`config.mk`:
```
export PLATFORM = sky130hd
export DESIGN_NAME = sequenciador_controle
export DESIGN_NICKNAME = d
export VERILOG_FILES = /design/src/rtl/sequenciador_controle.sv
export SDC_FILE = /design/constraint.sdc
export NUM_CORES = 1
export LEC_CHECK = 0
export CORE_ASPECT_RATIO = 0.9
export CORE_MARGIN = 5
export CORE_UTILIZATION = 47
export CTS_CLUSTER_SIZE = 8
export DETAILED_ROUTE_END_ITERATION = 8
export PLACE_DENSITY = 0.85
export SYNTH_ARGS = -nofsm -noshare
export SYNTH_HDL_FRONTEND = slang
export SYNTH_SLANG_ARGS = --single-unit
```
`constraint.sdc`:
```
create_clock -name clock -period 3.2 [get_ports clock]
set_input_delay 0.48 -clock clock [delete_from_list [all_inputs] [get_ports clock]]
set_output_delay 0.48 -clock clock [all_outputs]
set_load 0.01 [all_outputs]
```
`src/rtl/sequenciador_controle.sv`:
```
// Multi-cycle fetch/decode/execute controller for the 8-bit processor.
// Moore decode of the state register (plus IR) into every datapath strobe.
module sequenciador_controle #(
  parameter int LARGURA_ESTADO = 5
) (
  input  logic                      clock,
  input  logic                      reset,
  input  logic [7:0]                IR,
  input  logic [3:0]                NZVC,
  output logic [1:0]                bus1_sel,
  output logic [1:0]                bus2_sel,
  output logic [3:0]                alu_sel,
  output logic                      PC_inc,
  output logic                      PC_load,
  output logic                      MAR_load,
  output logic                      IR_load,
  output logic                      A_load,
  output logic                      B_load,
  output logic                      CCR_load,
  output logic                      write,
  output logic                      halted,
  output logic [LARGURA_ESTADO-1:0] estado_atual
);

  localparam logic [7:0] OP_NOP     = 8'h00;
  localparam logic [7:0] OP_LDA_IMM = 8'h86;
  localparam logic [7:0] OP_LDA_DIR = 8'h87;
  localparam logic [7:0] OP_LDB_IMM = 8'h88;
  localparam logic [7:0] OP_LDB_DIR = 8'h89;
  localparam logic [7:0] OP_STA_DIR = 8'h96;
  localparam logic [7:0] OP_ADD_AB  = 8'h42;
  localparam logic [7:0] OP_SUB_AB  = 8'h43;
  localparam logic [7:0] OP_AND_AB  = 8'h44;
  localparam logic [7:0] OP_OR_AB   = 8'h45;
  localparam logic [7:0] OP_BRA     = 8'h20;
  localparam logic [7:0] OP_BEQ     = 8'h23;

  // F0 is code 0; execute states are private to their opcode family.
  typedef enum logic [4:0] {
    F0    = 5'd0,
    F1    = 5'd1,
    F2    = 5'd2,
    D0    = 5'd3,
    LI_E0 = 5'd4,
    LI_E1 = 5'd5,
    LI_E2 = 5'd6,
    LD_E0 = 5'd7,
    LD_E1 = 5'd8,
    LD_E2 = 5'd9,
    LD_E3 = 5'd10,
    LD_E4 = 5'd11,
    ST_E0 = 5'd12,
    ST_E1 = 5'd13,
    ST_E2 = 5'd14,
    ST_E3 = 5'd15,
    AL_E0 = 5'd16,
    BR_E0 = 5'd17,
    BR_E1 = 5'd18,
    BR_E2 = 5'd19,
    BN_E0 = 5'd20,
    HALT  = 5'd21
  } estado_t;

  estado_t     estado_r;
  estado_t     estado_prox_s;
  logic [1:0]  bus1_s;
  logic [1:0]  bus2_s;
  logic [3:0]  alu_s;
  logic        pc_inc_s;
  logic        pc_load_s;
  logic        mar_load_s;
  logic        ir_load_s;
  logic        a_load_s;
  logic        b_load_s;
  logic        ccr_load_s;
  logic        write_s;
  logic        halted_s;

  function automatic logic desvio_tomado(input logic [7:0] opcode, input logic [3:0] ccr);
    desvio_tomado = (opcode == OP_BRA) || ((opcode == OP_BEQ) && ccr[2]);
  endfunction

  function automatic logic [3:0] alu_codigo(input logic [7:0] opcode);
    case (opcode)
      OP_ADD_AB: alu_codigo = 4'b0000;
      OP_SUB_AB: alu_codigo = 4'b0001;
      OP_AND_AB: alu_codigo = 4'b0010;
      OP_OR_AB:  alu_codigo = 4'b0011;
      default:   alu_codigo = 4'b0000;
    endcase
  endfunction

  // State register; reset aborts any instruction and returns to F0.
  always_ff @(posedge clock or negedge reset) begin
    if (!reset) begin
      estado_r <= F0;
    end else begin
      estado_r <= estado_prox_s;
    end
  end

  // Next-state sequencing; the branch condition is sampled only in D0.
  always_comb begin
    estado_prox_s = estado_r;
    case (estado_r)
      F0: estado_prox_s = F1;
      F1: estado_prox_s = F2;
      F2: estado_prox_s = D0;
      D0: begin
        case (IR)
          OP_NOP:                             estado_prox_s = F0;
          OP_LDA_IMM, OP_LDB_IMM:             estado_prox_s = LI_E0;
          OP_LDA_DIR, OP_LDB_DIR:             estado_prox_s = LD_E0;
          OP_STA_DIR:                         estado_prox_s = ST_E0;
          OP_ADD_AB, OP_SUB_AB,
          OP_AND_AB, OP_OR_AB:                estado_prox_s = AL_E0;
          OP_BRA, OP_BEQ:                     estado_prox_s = desvio_tomado(IR, NZVC) ? BR_E0 : BN_E0;
          default:                            estado_prox_s = HALT;
        endcase
      end
      LI_E0: estado_prox_s = LI_E1;
      LI_E1: estado_prox_s = LI_E2;
      LI_E2: estado_prox_s = F0;
      LD_E0: estado_prox_s = LD_E1;
      LD_E1: estado_prox_s = LD_E2;
      LD_E2: estado_prox_s = LD_E3;
      LD_E3: estado_prox_s = LD_E4;
      LD_E4: estado_prox_s = F0;
      ST_E0: estado_prox_s = ST_E1;
      ST_E1: estado_prox_s = ST_E2;
      ST_E2: estado_prox_s = ST_E3;
      ST_E3: estado_prox_s = F0;
      AL_E0: estado_prox_s = F0;
      BR_E0: estado_prox_s = BR_E1;
      BR_E1: estado_prox_s = BR_E2;
      BR_E2: estado_prox_s = F0;
      BN_E0: estado_prox_s = F0;
      HALT:  estado_prox_s = HALT;
      default: estado_prox_s = HALT;
    endcase
  end

  // Strobe decode; IR only matters in execute states, where it is stable.
  always_comb begin
    bus1_s     = 2'b00;
    bus2_s     = 2'b00;
    alu_s      = 4'b0000;
    pc_inc_s   = 1'b0;
    pc_load_s  = 1'b0;
    mar_load_s = 1'b0;
    ir_load_s  = 1'b0;
    a_load_s   = 1'b0;
    b_load_s   = 1'b0;
    ccr_load_s = 1'b0;
    write_s    = 1'b0;
    halted_s   = 1'b0;
    case (estado_r)
      F0, LI_E0, LD_E0, ST_E0, BR_E0: begin
        bus1_s     = 2'b00;
        bus2_s     = 2'b01;
        mar_load_s = 1'b1;
      end
      F1, LI_E1, LD_E1, ST_E1, BN_E0: begin
        pc_inc_s = 1'b1;
      end
      F2: begin
        bus2_s    = 2'b10;
        ir_load_s = 1'b1;
      end
      LD_E2, ST_E2: begin
        bus2_s     = 2'b10;
        mar_load_s = 1'b1;
      end
      LI_E2: begin
        bus2_s = 2'b10;
        if (IR == OP_LDB_IMM) begin
          b_load_s = 1'b1;
        end else begin
          a_load_s = 1'b1;
        end
      end
      LD_E4: begin
        bus2_s = 2'b10;
        if (IR == OP_LDB_DIR) begin
          b_load_s = 1'b1;
        end else begin
          a_load_s = 1'b1;
        end
      end
      ST_E3: begin
        bus1_s  = 2'b01;
        write_s = 1'b1;
      end
      AL_E0: begin
        alu_s      = alu_codigo(IR);
        bus1_s     = 2'b01;
        bus2_s     = 2'b00;
        a_load_s   = 1'b1;
        ccr_load_s = 1'b1;
      end
      BR_E2: begin
        bus2_s    = 2'b10;
        pc_load_s = 1'b1;
      end
      HALT: begin
        halted_s = 1'b1;
      end
      default: begin
        halted_s = 1'b0;
      end
    endcase
  end

  // Reset low forces every output to 0 immediately, without waiting for a clock.
  assign bus1_sel     = reset ? bus1_s     : 2'b00;
  assign bus2_sel     = reset ? bus2_s     : 2'b00;
  assign alu_sel      = reset ? alu_s      : 4'b0000;
  assign PC_inc       = reset ? pc_inc_s   : 1'b0;
  assign PC_load      = reset ? pc_load_s  : 1'b0;
  assign MAR_load     = reset ? mar_load_s : 1'b0;
  assign IR_load      = reset ? ir_load_s  : 1'b0;
  assign A_load       = reset ? a_load_s   : 1'b0;
  assign B_load       = reset ? b_load_s   : 1'b0;
  assign CCR_load     = reset ? ccr_load_s : 1'b0;
  assign write        = reset ? write_s    : 1'b0;
  assign halted       = reset ? halted_s   : 1'b0;
  assign estado_atual = LARGURA_ESTADO'(estado_r);

endmodule

```
# Yosys cells after proc, flatten, opt, wreduce, memory -nomap -nowiden
# Index checks and enable logic that the tools add are counted.
# classes
n_mux	32
eq_ne	32
reduce_logical	14
# ops
op	n
$pmux W5 S16	1
$eq A5 B4 Y1 const B	8
$eq A8 B8 Y1 const B	5
$eq A8 B7 Y1 const B	4
$eq A5 B5 Y1 const B	6
$pmux W5 S6	1
$mux W1	21
$eq A5 B3 Y1 const B	4
$eq A8 B6 Y1 const B	2
$reduce_or A6 Y1	2
$eq A5 B2 Y1 const B	2
$reduce_or A5 Y1	2
$logic_not A8 Y1	1
$reduce_or A2 Y1	4
$reduce_or A7 Y1	1
$mux W2	3
$pmux W2 S3	1
$eq A5 B1 Y1 const B	1
$logic_not A5 Y1	1
$mux W4	1
$pmux W2 S2	1
$reduce_or A4 Y1	1
$mux W3	1
$pmux W1 S3	1
other kinds (3)	3
# word_totals
out_inout_bits	22
elab_cells	79
ff_bits	5
input_bits	14

# Depth between registers and ports, before layout
# Gate-level depths: netlist of run 1.
# depth
ltp_word	6
ltp_mapped	6
mapped_depth_nobuf	4

# Least setup slack after synthesis of run 1
# Ideal clock, no wire load.
# synth_path
path_kind	flip-flop to output port
from	reg estado_r[2], in the netlist estado_atual[2]
to	out alu_sel[0]
required_ns	2.720
stages_incl_launch_ff	6
path_slack_ns	1.228
arrival_time_ns	1.492
n_path_buf	1
cell_sequence	dfrtp_1 > or2_1 > buf_6 > nor3_4 > nand2_1 > nor4b_2
# synth_via
elab_chain_len	3
# synth_rtl
item	line	rtl
from (decl)	64	estado_t estado_r;
from (signal assigned)	98	estado_r <= estado_prox_s;
$eq A5 B5 Y1	157	case (estado_r)
$mux W2	157	
$mux W4	217	assign alu_sel = reset ? alu_s : 4'b0000;
to (decl)	12	output logic [3:0] alu_sel,
# No other way between the ends.

# Worst setup path after layout of run 1
# layout_path
from	in IR[5]
to	out alu_sel[1]
# layout_via
elab_chain_len	4
word_cells_on_any_way	6
cone_classes	eq/ne: 3; mux: 3
# layout_rtl
item	line	rtl
from (decl)	8	input logic [7:0] IR,
$eq A8 B7 Y1	84	case (opcode)
$pmux W2 S3 *	84	
$mux W2 *	157	
$mux W4 *	217	
# Every way passes the cells marked *; elsewhere a longest branch is shown, timed or not.

==> results of run 1 <==
metal layers:
layer / global-route usage [%] / part of all wire, %
met2: 31.7 / 49
met4: 5.41 / 0.64
met3: 1.48 / 5.5
met5: 0 / 0
met1: 22.5 / 45
worst max path at each step:
stage                      end
finish              alu_sel[1]
global placement    alu_sel[1]
CTS                 alu_sel[1]
floorplan           alu_sel[0]
global route        alu_sel[1]
detailed placement  alu_sel[1]
report_power, final:
group | internal (W) | leakage, nW | switching (W)
clock | 0.0000472 | 0.0150 | 0.0000269
sequential | 0.0000635 | 0.0542 | 0
combinational | 0.0000225 | 0.355 | 0.0000226
total | 0.000133 | 0.424 | 0.0000495
worst max-delay path, delay by kind of cell:
| family | cells | cell delay [ps] |
|---|---|---|
| and+or+nand+nor | 3 | 830 |
| buffers and inverters | 2 | 1060 |
area by class of cell:
type	instances	area, um^2
clock buffers	4	26.3
fillers	172	657
inverters	2	7.51
multi-input cells	114	732
flip-flops and latches	5	125
well taps	25	31.3
repair buffers	35	335
synth_stat cells (all sizes together):
cell     n  area (um^2)
nor2    11         41.3
clkbuf   3         12.5
o21ai    7         35.0
o22a     1         8.76
nand2   12         45.0
nor4b    2         30.0
dfrtp    5          125
nor3b    4         35.0
a22oi    1         7.51
a21o     2         15.0
a211oi   1         7.51
conb     1         3.75
nand3    6         30.0
o211ai   6         45.0
mux2i    1         10.0
nand4b   1         8.76
a21boi   4         33.8
and3     2         12.5
a31o     1         8.76
nand3b   3         22.5
and4b    1         10.0
or2      3         18.8
or3      3         18.8
a31oi    2         12.5
inv      2         7.51
o21a     2         15.0
a21oi    5         28.8
and3b    1         8.76
o22ai    1         6.26
a311oi   1         8.76
or4b     1         10.0
nor3     9         61.3
nand2b   6         40.0
nor2b    5         31.3
buf     12         73.8
o311a    1         10.0
o41ai    1         8.76
or3b     2         17.5
xnor2    2         17.5
logic make-up (layout without fill, tap and decap cells):
logic type | after synthesis | count (layout) | share of synthesized area (%)
other cells | 1 | 3 | 0.397
buf+inv | 17 | 41 | 9.95
compound gates | 36 | 36 | 26.7
simple gates | 72 | 72 | 46.8
xor+xnor | 2 | 2 | 1.86
flops | 5 | 5 | 13.3
mux | 1 | 1 | 1.06
stage by stage:
stage | worst slack [ps] | hold WS, ps | std cells | utilization [%] | instance area [um^2]
floorplan | 1230 | 184 | 136 | - | 951
global placement | 359 | 739 | 181 | 64.3 | 1230
detailed placement | 356 | 749 | 181 | 64.3 | 1230
CTS | 348 | 556 | 185 | 65.7 | 1260
global route | 226 | 589 | 185 | 65.7 | 1260
finish | 349 | 553 | 185 | 65.7 | 1260
==> impl_metrics.csv, run 1 <==
group,metric,value,unit
finish,flow.area_growth_from_synthesis,33.3,%
sta,ratio_of_final_minimum_period_to_clock_period,89.1,%
setup_path,crit_path_max_fanout,8,
sta,skew,0.787,ps
cts,numCtsBuffers,3,
detailed_routing,wire_per_inst,13.5,um
detailed_routing,routed-via-count,1063,
cts,cts_tree,"built",
setup_path,cp-start-kind,"primary input",
setup_path,crit_path_cell_trace,"clkdlybuf4s50_1, nand2b_2, or3b_1, nor2_1, clkdlybuf4s50_1",
synthesis,postSynthRegisterBits,5,
sta,setup_viol_count_final,0,
sta,maxClockFrequency,0.351,GHz
placement,final_hpwl_from_detailed_placement,1.97,mm
finish,antennaDiodeCount,0,
grt,grt_antenna_before_repair,0,
detailed_routing,drc_errors,0,
setup_path,critical_path.endpoint_type,"primary output",
floorplan,dieWidth,57.2,um
setup_path,regToRegStartpoint,"estado_atual[0]",
run,drv.max_cap_violation_count,0,
cts,max-clock-path-buffers,2,
detailed_routing,routed_via_density,5.75,
grt,grt_pass1_wl,4.29,mm
cts,clock-root-buffer,"sky130_fd_sc_hd__clkbuf_4",
sta,post-route-min-period,2850,ps
synthesis,synth.lib_cells_used.distinct,51,
cts,post_cts_buffers,0,
synthesis,ys_seq_area_share,13.3,%
cts,clock-sinks,5,
detailed_routing,route.final.wire_length,2.49,mm
setup_path,regToRegEndpoint,"estado_atual[0]",
hold_path,hp-class,"primary input to asynchronous set/reset pin",
finish,final_cell_mix,"sky130_fd_sc_hd__clkdlybuf4s50_1 (29), sky130_fd_sc_hd__nand2_1 (12), sky130_fd_sc_hd__nor2_1 (11)",
setup_path,timing.reg2reg.setup_slack,1710,ps
sta,grt_setup_unrepaired,"false",
finish,finish.net_count,175,
synthesis,synthesis.area_per_instance,7.04,um^2
placement,port_buffers,29,
finish,drive_gt1_share,11.3,%
floorplan,die_area,3000,um^2
setup_path,max_stage_delay,540,ps
sta,timing.final.max_slew_violations,0,
synthesis,synth_warnings,0,
synthesis,cells_after_synth,134,
synthesis,syn_area,943,um^2
finish,max_reg_flops,5,
setup_path,crit_required,2720,ps
cts,ctsResizeCount,0,
grt,groute.usage.overall,17.7,%
sta,worst-slew-pin-transition,505,ps
detailed_routing,postRouteAntennaNets,0,
cts,clkTransAtPathRegs,40,ps
floorplan,fp.coreArea,1910,um^2
floorplan,dieHeight,52.5,um
power_and_ir_drop,power.density_cell_area,145,nW/um^2
placement,final_weighted_congestion_in_routability_driven_placement,0.842,
setup_path,path_common_cell,"sky130_fd_sc_hd__clkdlybuf4s50_1",
cts,worst_skew_pair.late_latency,250,ps
setup_path,reg2reg_depth,5,
grt,grt.overflow.total,0,
detailed_routing,drt_iter0_drc,29,
cts,ctsHoldBuffers,0,
setup_path,cp_data_arrival_time,2370,ps
setup_path,slowest_stage,"sky130_fd_sc_hd__clkdlybuf4s50_1",
power_and_ir_drop,totalPowerFinal,0.000183,W
cts,htree_num_levels,1,
sta,finalHoldViolCount,0,
sta,setup_total_negative_slack,0,ps
setup_path,critPathKind,"primary input to primary output",
finish,mostFrequentLayoutCell,"sky130_fd_sc_hd__clkdlybuf4s50_1",
setup_path,worstSetupStartpoint,"IR[5]",
floorplan,io-pin-count,36,
floorplan,start_util,49.3,%
grt,largest_net_degree_at_the_start_of_global_routing,20,
sta,timing.slew.headroom,66.3,%
power_and_ir_drop,leakagePower,0.424,nW
outcome,outcome,"finished, final reports clean",
grt,grt_pass1_vias,988,
floorplan,placementRows,15,
power_and_ir_drop,worst_supply_voltage_drop_on_vdd,141,uV
detailed_routing,drt_pass1_iterations,4,
Power figures use the tool's default switching activity.
==> run 2, diff against run 1 <==
--- a/config.mk
+++ b/config.mk
@@ -5,12 +5,12 @@
 export SDC_FILE = /design/constraint.sdc
 export NUM_CORES = 1
 export LEC_CHECK = 0
-export CORE_ASPECT_RATIO = 0.9
 export CORE_MARGIN = 5
 export CORE_UTILIZATION = 47
 export CTS_CLUSTER_SIZE = 8
 export DETAILED_ROUTE_END_ITERATION = 8
 export PLACE_DENSITY = 0.85
+export SKIP_CTS_REPAIR_TIMING = 1
 export SYNTH_ARGS = -nofsm -noshare
 export SYNTH_HDL_FRONTEND = slang
 export SYNTH_SLANG_ARGS = --single-unit
==> run 2 against run 1 <==
  * Highest routed layer unchanged
  * Critical path type unchanged
  * Clock power shrank 1%
  * First-iteration DRC count shrank 21%
  * Register-to-register slack lost 140 ps
  * Sequential share of layout area is essentially flat
==> impl_metrics.csv, run 2 (synthesis gave the netlist of run 1 again) <==
group,metric,value,unit
outcome,outcome,"finished, final reports clean",
grt,grt_pass1_vias,1011,
finish,antennaDiodeCount,0,
run,drv.max_cap_violation_count,0,
detailed_routing,drt_iter0_drc,23,
detailed_routing,postRouteAntennaNets,0,
floorplan,dieWidth,54.8,um
detailed_routing,route.final.wire_length,2.55,mm
setup_path,regToRegStartpoint,"estado_atual[3]",
finish,max_reg_flops,5,
sta,setup_viol_count_final,0,
power_and_ir_drop,power.density_cell_area,146,nW/um^2
detailed_routing,drt_pass1_iterations,4,
cts,numCtsBuffers,3,
detailed_routing,routed-via-count,1076,
setup_path,crit_path_max_fanout,8,
sta,maxClockFrequency,0.341,GHz
cts,clock-sinks,5,
floorplan,die_area,3000,um^2
grt,grt.overflow.total,0,
power_and_ir_drop,worst_supply_voltage_drop_on_vdd,148,uV
floorplan,start_util,48.6,%
power_and_ir_drop,netSwitchingFraction,26.8,%
finish,finish.net_count,174,
grt,grt_pass1_wl,4.38,mm
setup_path,regToRegEndpoint,"estado_atual[4]",
cts,htree_num_levels,1,
setup_path,timing.reg2reg.setup_slack,1570,ps
placement,port_buffers,29,
finish,flow.area_growth_from_synthesis,32.8,%
cts,clock-root-buffer,"sky130_fd_sc_hd__clkbuf_4",
setup_path,crit_required,2720,ps
sta,grt_setup_unrepaired,"false",
detailed_routing,routed_via_density,5.78,
sta,post-route-min-period,2930,ps
floorplan,fp.coreArea,1940,um^2
sta,skew,0.355,ps
placement,final_weighted_congestion_in_routability_driven_placement,0.866,
setup_path,critical_path.endpoint_type,"primary output",
power_and_ir_drop,power.internal,0.000134,W
setup_path,cp_data_arrival_time,2450,ps
finish,final_util,64.5,%
finish,final_cell_mix,"sky130_fd_sc_hd__clkdlybuf4s50_1 (29), sky130_fd_sc_hd__nand2_1 (12), sky130_fd_sc_hd__nor2_1 (11)",
grt,grt_antenna_before_repair,0,
power_and_ir_drop,comb_power_share,25.3,%
grt,largest_net_degree_at_the_start_of_global_routing,20,
finish,drive_gt1_share,10.7,%
cts,cts_tree,"built",
power_and_ir_drop,clockPowerShare,40.0,%
finish,mostFrequentLayoutCell,"sky130_fd_sc_hd__clkdlybuf4s50_1",
sta,ratio_of_final_minimum_period_to_clock_period,91.5,%
power_and_ir_drop,leakagePower,0.419,nW
setup_path,cp-start-kind,"primary input",
detailed_routing,wire_per_inst,13.7,um
sta,setup_total_negative_slack,0,ps
floorplan,dieHeight,54.8,um
hold_path,hp-class,"primary input to asynchronous set/reset pin",
power_and_ir_drop,sequentialPowerShare,34.7,%
power_and_ir_drop,power_switching,0.0000489,W
floorplan,io-pin-count,36,
grt,groute.usage.overall,19.8,%
placement,final_hpwl_from_detailed_placement,2.01,mm
sta,timing.slew.headroom,63.5,%
sta,timing.final.max_slew_violations,0,
cts,max-clock-path-buffers,2,
cts,clkTransAtPathRegs,40,ps
setup_path,critPathKind,"primary input to primary output",
floorplan,placementRows,16,
sta,finalHoldViolCount,0,
detailed_routing,drc_errors,0,
setup_path,reg2reg_depth,4,
sta,worst-slew-pin-transition,548,ps
cts,worst_skew_pair.late_latency,240,ps
-- run 2: changes by cell type in the layout (fill, tap and decap cells not counted) --
| cell | delta |
|---|---|
| sky130_fd_sc_hd__buf_4 | -1 |
-- run 2: final cells by class --
class                      count  area [um^2]
tap                           27         33.8
inverter                       2         7.51
multi-input combinational    114          732
clock buffer                   4         26.3
fill                         180          689
timing repair buffer          34          328
sequential                     5          125
-- run 2: worst max-delay path by stage --
stage,from,to
3_5_place_dp,IR[5],alu_sel[1]
2_1_floorplan,estado_atual[2],alu_sel[0]
6_report,IR[5],alu_sel[1]
3_3_place_gp,IR[5],alu_sel[1]
4_1_cts,IR[5],alu_sel[1]
5_1_grt,estado_atual[3],alu_sel[0]
-- run 2: power by group through the flow --
stage	clock network [W]	registers, W	logic (W)
after CTS	0.0000747	0.0000635	0.0000460
after global routing	0.0000807	0.0000633	0.0000505
after global placement	0	0.0000644	0.0000444
after floorplan	0	0.0000644	0.0000246
after detailed placement	0	0.0000644	0.0000460
final	0.0000731	0.0000635	0.0000463
-- run 2: through the flow --
step / power (W) / hold WS [ps] / area [um^2] / instances / setup WS [ps]
after floorplan: 0.0000890 / 184 / 951 / 136 / 1230
after global placement: 0.000109 / 683 / 1230 / 182 / 351
after detailed placement: 0.000110 / 719 / 1230 / 182 / 306
after CTS: 0.000184 / 557 / 1250 / 186 / 290
after global routing: 0.000195 / 587 / 1250 / 186 / 199
final: 0.000183 / 561 / 1250 / 186 / 271
-- run 2: worst max-delay path, stage by stage --
cell and delay (ps):
sky130_fd_sc_hd__clkdlybuf4s50_1 550, sky130_fd_sc_hd__nand2b_2 280, sky130_fd_sc_hd__or3b_1 450, sky130_fd_sc_hd__nor2_1 140, sky130_fd_sc_hd__clkdlybuf4s50_1 550
-- run 2: metal layers --
metal	part of all wire (%)	global-route usage, %	routed length (um)
met3	6.5	2.72	165
met1	41	22.7	1050
met2	51	36.0	1290
met5	0	0	0
met4	1.6	8.30	40
